$ cat config.mk
export PLATFORM = sky130hd
export DESIGN_NAME = athos_dispatch
export DESIGN_NICKNAME = d
export VERILOG_FILES = /design/src/rtl/athos_pkg.sv /design/src/rtl/athos_issue_decode.sv /design/src/rtl/athos_dispatch.sv
export SDC_FILE = /design/constraint.sdc
export NUM_CORES = 1
export LEC_CHECK = 0
export BUFFER_PORTS_ARGS = -buffer_cell sky130_fd_sc_hd__buf_2
export CORE_MARGIN = 8
export CORE_UTILIZATION = 43
export CTS_BUF_LIST = sky130_fd_sc_hd__clkbuf_4
export DETAILED_ROUTE_END_ITERATION = 16
export PLACE_DENSITY = 0.78
export SLEW_MARGIN = 30
export SYNTH_ARGS = -nofsm -noshare
export SYNTH_HDL_FRONTEND = slang
export SYNTH_SLANG_ARGS = --single-unit
$ cat constraint.sdc
create_clock -name clk_i -period 2.6 [get_ports clk_i]
set_input_delay 0.52 -clock clk_i [delete_from_list [all_inputs] [get_ports clk_i]]
set_output_delay 0.52 -clock clk_i [all_outputs]
set_load 0.005 [all_outputs]
$ cat src/rtl/athos_pkg.sv
// Shared types and constants for the ATHOS issue front end: instruction encodings,
// functional-unit numbering (also used by the result multiplexer) and FSM states.
package athos_pkg;

    localparam int unsigned OUT_W     = 32;
    localparam int unsigned NUM_UNITS = 15;

    typedef logic [OUT_W-1:0] out_t;
    typedef logic [3:0]       unit_idx_t;
    typedef logic [3:0]       mode_t;
    typedef logic [6:0]       funct7_t;

    localparam logic [1:0] INSR_R = 2'b01;
    localparam logic [1:0] INSR_I = 2'b10;

    localparam mode_t MODE_LOAD64    = 4'd0;
    localparam mode_t MODE_MONTG     = 4'd1;
    localparam mode_t MODE_BARRETT   = 4'd2;
    localparam mode_t MODE_CBD       = 4'd3;
    localparam mode_t MODE_KEM       = 4'd4;
    localparam mode_t MODE_POLY      = 4'd5;
    localparam mode_t MODE_LOAD24_LE = 4'd6;
    localparam mode_t MODE_LOAD32_LE = 4'd7;

    localparam funct7_t MONTG_K_MODE = 7'h01;

    localparam funct7_t POLY_COMPRESS         = 7'h00;
    localparam funct7_t POLY_COMPRESS_2       = 7'h01;
    localparam funct7_t POLY_VEC_COMPRESS     = 7'h02;
    localparam funct7_t POLY_VEC_COMPRESS2    = 7'h03;
    localparam funct7_t POLY_DECOMPRESS_1     = 7'h04;
    localparam funct7_t POLY_DECOMPRESS_2     = 7'h05;
    localparam funct7_t POLY_DECOMPRESS_3     = 7'h06;
    localparam funct7_t POLY_VEC_DECOMPRESS   = 7'h07;
    localparam funct7_t POLY_VEC_DECOMPRESS2  = 7'h08;
    localparam funct7_t POLY_TOBYTES_1        = 7'h09;
    localparam funct7_t POLY_TOBYTES_2        = 7'h0A;
    localparam funct7_t POLY_TOBYTES_3        = 7'h0B;
    localparam funct7_t POLY_FROMBYTES_1      = 7'h0C;
    localparam funct7_t POLY_FROMBYTES_2      = 7'h0D;
    localparam funct7_t POLY_FROMMSG          = 7'h0E;
    localparam funct7_t POLY_TOMSG_1          = 7'h0F;
    localparam funct7_t POLY_TOMSG_2          = 7'h10;
    localparam funct7_t POLY_TOMSG_3          = 7'h11;
    localparam funct7_t POLY_TOMSG_4          = 7'h12;
    localparam funct7_t POLY_TOMSG_5          = 7'h13;
    localparam funct7_t POLY_TOMSG_6          = 7'h14;
    localparam funct7_t POLY_TOMSG_7          = 7'h15;
    localparam funct7_t POLY_TOMSG_8          = 7'h16;

    // Index 0 means "no unit"; indices 1 and 4 are not reachable from decode.
    localparam unit_idx_t U_NONE       = 4'd0;
    localparam unit_idx_t U_LOAD64     = 4'd2;
    localparam unit_idx_t U_MONTG      = 4'd3;
    localparam unit_idx_t U_BARRETT    = 4'd5;
    localparam unit_idx_t U_LOAD24     = 4'd6;
    localparam unit_idx_t U_LOAD32     = 4'd7;
    localparam unit_idx_t U_CBD        = 4'd8;
    localparam unit_idx_t U_COMPRESS   = 4'd9;
    localparam unit_idx_t U_DECOMPRESS = 4'd10;
    localparam unit_idx_t U_TOBYTES    = 4'd11;
    localparam unit_idx_t U_FROMBYTES  = 4'd12;
    localparam unit_idx_t U_FROMMSG    = 4'd13;
    localparam unit_idx_t U_TOMSG      = 4'd14;
    localparam unit_idx_t U_KEM        = 4'd15;

    typedef enum logic [1:0] {
        ST_IDLE,
        ST_START,
        ST_WAIT,
        ST_RESULT
    } dispatch_state_t;

    // Unit k maps to bit k-1; index 0 yields no bit.
    function automatic logic [NUM_UNITS-1:0] unit_onehot(unit_idx_t idx);
        return (idx == U_NONE) ? '0 : (NUM_UNITS'(1) << (idx - 4'd1));
    endfunction

endpackage

$ cat src/rtl/athos_issue_decode.sv
// Combinational decode of (insr, mode, funct7) to a functional-unit index;
// index 0 marks an unsupported instruction.
module athos_issue_decode
    import athos_pkg::*;
(
    input  logic [1:0] insr,
    input  mode_t      mode,
    input  funct7_t    funct7,
    output unit_idx_t  idx
);

    always_comb begin
        idx = U_NONE;
        if (insr == INSR_R) begin
            case (mode)
                MODE_LOAD64:  idx = U_LOAD64;
                MODE_MONTG:   if (funct7 == MONTG_K_MODE) idx = U_MONTG;
                MODE_BARRETT: idx = U_BARRETT;
                MODE_CBD:     idx = U_CBD;
                MODE_KEM:     idx = U_KEM;
                MODE_POLY: begin
                    case (funct7)
                        POLY_COMPRESS, POLY_COMPRESS_2,
                        POLY_VEC_COMPRESS, POLY_VEC_COMPRESS2:       idx = U_COMPRESS;
                        POLY_DECOMPRESS_1, POLY_DECOMPRESS_2, POLY_DECOMPRESS_3,
                        POLY_VEC_DECOMPRESS, POLY_VEC_DECOMPRESS2:   idx = U_DECOMPRESS;
                        POLY_TOBYTES_1, POLY_TOBYTES_2, POLY_TOBYTES_3: idx = U_TOBYTES;
                        POLY_FROMBYTES_1, POLY_FROMBYTES_2:          idx = U_FROMBYTES;
                        POLY_FROMMSG:                                idx = U_FROMMSG;
                        POLY_TOMSG_1, POLY_TOMSG_2, POLY_TOMSG_3, POLY_TOMSG_4,
                        POLY_TOMSG_5, POLY_TOMSG_6, POLY_TOMSG_7, POLY_TOMSG_8:
                                                                     idx = U_TOMSG;
                        default: ;
                    endcase
                end
                default: ;
            endcase
        end else if (insr == INSR_I) begin
            if (mode == MODE_LOAD24_LE)      idx = U_LOAD24;
            else if (mode == MODE_LOAD32_LE) idx = U_LOAD32;
        end
    end

endmodule

$ cat src/rtl/athos_dispatch.sv
// ATHOS issue front end: decodes one instruction, launches its unit, waits for done
// (or times out) and returns the captured result over a valid/ready handshake.
module athos_dispatch
    import athos_pkg::*;
#(
    parameter int unsigned XLEN           = 32,
    parameter int unsigned ID_W           = 4,
    parameter int unsigned TIMEOUT_CYCLES = 1024
) (
    input  logic                 clk_i,
    input  logic                 rst_ni,
    input  logic                 issue_valid_i,
    output logic                 issue_ready_o,
    input  logic [1:0]           issue_insr_i,
    input  mode_t                issue_mode_i,
    input  funct7_t              issue_funct7_i,
    input  logic [XLEN-1:0]      issue_rs1_i,
    input  logic [XLEN-1:0]      issue_rs2_i,
    input  logic [ID_W-1:0]      issue_id_i,
    output logic                 issue_accept_o,
    output logic [NUM_UNITS-1:0] unit_start_o,
    output unit_idx_t            unit_sel_o,
    output logic [XLEN-1:0]      unit_rs1_o,
    output logic [XLEN-1:0]      unit_rs2_o,
    output funct7_t              unit_funct7_o,
    input  logic [NUM_UNITS-1:0] unit_done_i,
    input  out_t                 result_data_i,
    output logic                 result_valid_o,
    input  logic                 result_ready_i,
    output out_t                 result_data_o,
    output logic [ID_W-1:0]      result_id_o,
    output logic                 result_err_o,
    output logic                 busy_o
);

    localparam int unsigned     CNT_W    = $clog2(TIMEOUT_CYCLES);
    localparam logic [CNT_W-1:0] CNT_LAST = CNT_W'(TIMEOUT_CYCLES - 1);

    dispatch_state_t  state_q, state_d;
    unit_idx_t        dec_idx, idx_q;
    logic [XLEN-1:0]  rs1_q, rs2_q;
    funct7_t          f7_q;
    logic [ID_W-1:0]  id_q;
    out_t             data_q;
    logic             err_q;
    logic [CNT_W-1:0] cnt_q;
    logic             take, done_hit, tmo_hit, sel_done;

    athos_issue_decode u_decode (
        .insr   (issue_insr_i),
        .mode   (issue_mode_i),
        .funct7 (issue_funct7_i),
        .idx    (dec_idx)
    );

    // Only the active unit's done bit counts; everything else on the bus is noise.
    assign sel_done = |(unit_done_i & unit_onehot(idx_q));

    always_ff @(posedge clk_i or negedge rst_ni) begin
        if (!rst_ni) state_q <= ST_IDLE;
        else         state_q <= state_d;
    end

    always_comb begin
        state_d  = state_q;
        take     = 1'b0;
        done_hit = 1'b0;
        tmo_hit  = 1'b0;
        case (state_q)
            ST_IDLE: begin
                if (issue_valid_i && dec_idx != U_NONE) begin
                    take    = 1'b1;
                    state_d = ST_START;
                end
            end
            ST_START: state_d = ST_WAIT;
            ST_WAIT: begin
                // Done takes priority over a timeout landing in the same cycle.
                if (sel_done) begin
                    done_hit = 1'b1;
                    state_d  = ST_RESULT;
                end else if (cnt_q == CNT_LAST) begin
                    tmo_hit = 1'b1;
                    state_d = ST_RESULT;
                end
            end
            ST_RESULT: if (result_ready_i) state_d = ST_IDLE;
            default:   state_d = ST_IDLE;
        endcase
    end

    always_ff @(posedge clk_i or negedge rst_ni) begin
        if (!rst_ni) begin
            idx_q  <= U_NONE;
            rs1_q  <= '0;
            rs2_q  <= '0;
            f7_q   <= '0;
            id_q   <= '0;
            data_q <= '0;
            err_q  <= 1'b0;
            cnt_q  <= '0;
        end else begin
            if (take) begin
                idx_q <= dec_idx;
                rs1_q <= issue_rs1_i;
                rs2_q <= issue_rs2_i;
                f7_q  <= issue_funct7_i;
                id_q  <= issue_id_i;
            end
            if (state_q == ST_START)     cnt_q <= '0;
            else if (state_q == ST_WAIT) cnt_q <= cnt_q + 1'b1;
            if (done_hit) begin
                data_q <= result_data_i;
                err_q  <= 1'b0;
            end else if (tmo_hit) begin
                data_q <= '0;
                err_q  <= 1'b1;
            end
        end
    end

    assign issue_ready_o  = (state_q == ST_IDLE);
    assign issue_accept_o = issue_valid_i && (state_q == ST_IDLE) && (dec_idx != U_NONE);
    assign unit_start_o   = (state_q == ST_START) ? unit_onehot(idx_q) : '0;
    assign unit_sel_o     = (state_q == ST_IDLE) ? U_NONE : idx_q;
    assign unit_rs1_o     = rs1_q;
    assign unit_rs2_o     = rs2_q;
    assign unit_funct7_o  = f7_q;
    assign result_valid_o = (state_q == ST_RESULT);
    assign result_data_o  = data_q;
    assign result_id_o    = id_q;
    assign result_err_o   = err_q;
    assign busy_o         = (state_q != ST_IDLE);

endmodule

==> out/results.ini <==
[outcome]
status=finished clean

[timing]
timing.final.ws_setup_ns=0.104
rsz0062_at_grt=no
slew_viol_final=0
relSlewSlack=0.619
finalHoldViolCount=0
setup_violations=0
fin_skew_ns=0.0115
period_share=0.960
fmax_mhz=401
worst_slew_pin_slew_ns=0.568
min_period_ns=2.50

[setup_path]
crit_top_cell=buf_2
r2r-end=state_q[1]
r2r-start=cnt_q[1]
critical_path_class=in -> out
critPathBufInv=2
required_ns=2.08
rr_worst_depth=7
rrSetupSlack_ns=0.29
cp_max_fo=3
critPathCaptureType=output pin
cp_top_family=simple AND/OR/NAND/NOR gates
crit_path_cell_trace=buf_2 -> or4b_4 -> a211oi_4 -> nand4_1 -> a31oi_4 -> buf_2
critPathLaunchType=input pin
crit_arrival_ns=1.98
slowest_stage=or4b_4
cpPeakStageDelay_ns=0.55

[synth]
synth-edff-count=0
syn_inst=418
ys.flop_type=dfrtp_1
synthDistinctLibCells=50
seq_area_frac_synth=0.572
yosysTopAreaCell=dfrtp_1
netlist_top_cells_area=dfrtp_1 (57%), mux2_2 (15%), a22o_1 (5.2%)
yosysWarnings=0
netlist.area_leader.share=0.572
synth_seq_cells=124
syn_nets=555
synth_area_um2=5430
avgSynthCellArea_um2=13.0
ys_async_sr_fraction=1.00

[flow_run]
cap_violations=0

[detailed_routing]
firstDrtPassIters=4
totalWireLength_um=16100
vias_per_cell=5.10
first_iter_violations=179
dr_total_vias=4557
drc=0
ant_nets=0
wl_per_cell_um=18.0

[die]
core_um2=12500
die-area_um2=16500
fp.dieW_um=128
start_util=0.435
num_rows=41
die_h_um=128
top_level_ports=263

[layout]
areaGrowthSynthToFinish_pct=36.6
multi_input_area_um2=2140
instances_no_fill=893
nNetsFinal=844
utilization=0.595
layout_commonest_cell=buf_2
final_cell_mix=buf_2 (261), dfrtp_1 (124), mux2_2 (74), a22o_1 (32), buf_4 (25)
final_layout_size_suffix_gt1_frac=0.558
fillCellCount=1044
seq_area_um2=3100

[power]
power.share.clock=0.169
peakVddDrop_v=0.000685
p_leak_nw=3.85
power.share.sequential=0.427
switching_power_mw=2.88
switching_share=0.351
p_comb_frac=0.404
power_density_nw_per_um2=1100
p_int_mw=5.31

[worst_hold_path]
hold_end=result_data_o[22]
hp-class=in -> reg
min_path_cells=2
min_from=result_data_i[22]

[placed_design]
place_ws_ns=-0.109
dp_cells=857
gp_congestion=0.924
hpwl_um=12700
port_buffers=262

[clock_network]
clkTransAtPathRegs_ns=0.10
clock_sinks=124
cts_buffers=17
cts_max_level=4
insertion_delay_ns=0.53
root_buffer=clkbuf_4
cts_tree=done
clockBufferDepth=2

[global_routing]
grt.overflow.total=0
grt_start_max_net_pins=44
track_usage=0.198
first_global_vias=5012
grt_pass1_wl_um=25600
antenna_found_initial=1

-- power by group through the flow --
stage	clock, mW	combinational [mW]	sequential [mW]
after detailed placement	0	3.38	3.51
after CTS	1.43	3.36	3.50
after global routing	1.51	3.62	3.63
after global placement	0	3.24	3.46
final	1.38	3.31	3.50
after floorplan	0	1.78	3.43
-- synthesized netlist by cell type (4+ instances only) --
| master | n |
|---|---|
| dfrtp_1 | 124 |
| mux2_2 | 74 |
| a22o_1 | 32 |
| nor2_1 | 23 |
| a21oi_1 | 18 |
| inv_1 | 15 |
| clkbuf_1 | 14 |
| nand3_1 | 10 |
| nand2_1 | 9 |
| buf_6 | 8 |
| nand3b_1 | 7 |
| o22ai_1 | 7 |
| mux2_1 | 6 |
| ha_1 | 5 |
| nand2b_1 | 5 |
| nor3_1 | 5 |
| and3_1 | 4 |
| nor2b_1 | 4 |
| nor3b_1 | 4 |
| o21ai_0 | 4 |
-- worst max-delay path by stage --
| stage | start | end | slack, ns | depth (start not counted) |
|---|---|---|---|---|
| 2_1_floorplan | issue_funct7_i[5] | issue_accept_o | 0.04 | 5 |
| 6_report | issue_funct7_i[5] | issue_accept_o | 0.10 | 6 |
| 4_1_cts | issue_mode_i[3] | issue_accept_o | 0.02 | 6 |
| 5_1_grt | issue_mode_i[3] | issue_accept_o | 0.004 | 6 |
| 3_5_place_dp | issue_mode_i[3] | unit_rs2_o[29] | -0.11 | 8 |
| 3_3_place_gp | issue_funct7_i[5] | state_q[1] | -0.04 | 7 |
-- cell type report --
type	instances	share of cell area
clock buffers	19	0.0192
clock inverters	13	0.0201
well taps	172	0.0290
multi-input cells	257	0.289
flip-flops and latches	124	0.419
repair buffers	292	0.216
diodes	1	0.000338
inverters	15	0.00760
-- repair_timing --
item / in CTS / in global routing
resized for setup: 0 / 2
buffers inserted: 0 / 2
hold buffers: 1 / 0
endpoints found under the setup margin: 0 / 1
endpoints found under the hold margin: 39 / 0
-- cell families (layout without fill, tap and decap cells) --
group | Yosys count | after routing | share of synthesized area
mux | 81 | 81 | 0.168
simple gates | 87 | 87 | 0.0904
xor+xnor | 3 | 3 | 0.00484
fa+ha+maj | 5 | 5 | 0.0115
other cells | 0 | 1 | 0
buf+inv | 37 | 339 | 0.0367
flops | 124 | 124 | 0.572
compound gates | 81 | 81 | 0.117
-- sequential cells by signal, indices dropped and copies added, names as in the netlist --
signal and flops:
result_id_o 4, unit_rs2_o 32, state_q 2, unit_funct7_o 7, result_err_o 1, result_data_o 32
cnt_q 10, unit_rs1_o 32, idx_q 4
-- metal layers --
| layer | global-route usage | wire (µm) | share of wire |
|---|---|---|---|
| met1 | 0.205 | 5750 | 0.36 |
| met2 | 0.333 | 8060 | 0.50 |
| met3 | 0.102 | 1930 | 0.12 |
| met4 | 0.0839 | 366 | 0.023 |
| met5 | 0 | 0 | 0 |
-- metrics by stage --
stage          instance area [µm²]  hold slack [ns]  TNS [ns]  power [mW]
2_1_floorplan                 5430            0.224         0        5.21
3_3_place_gp                  7080            0.463     -1.28        6.69
3_5_place_dp                  7080            0.476     -5.59        6.89
4_1_cts                       7380            0.144         0        8.30
5_1_grt                       7410            0.141         0        8.77
6_report                      7410            0.195         0        8.19
Power figures use the tool's default switching activity.
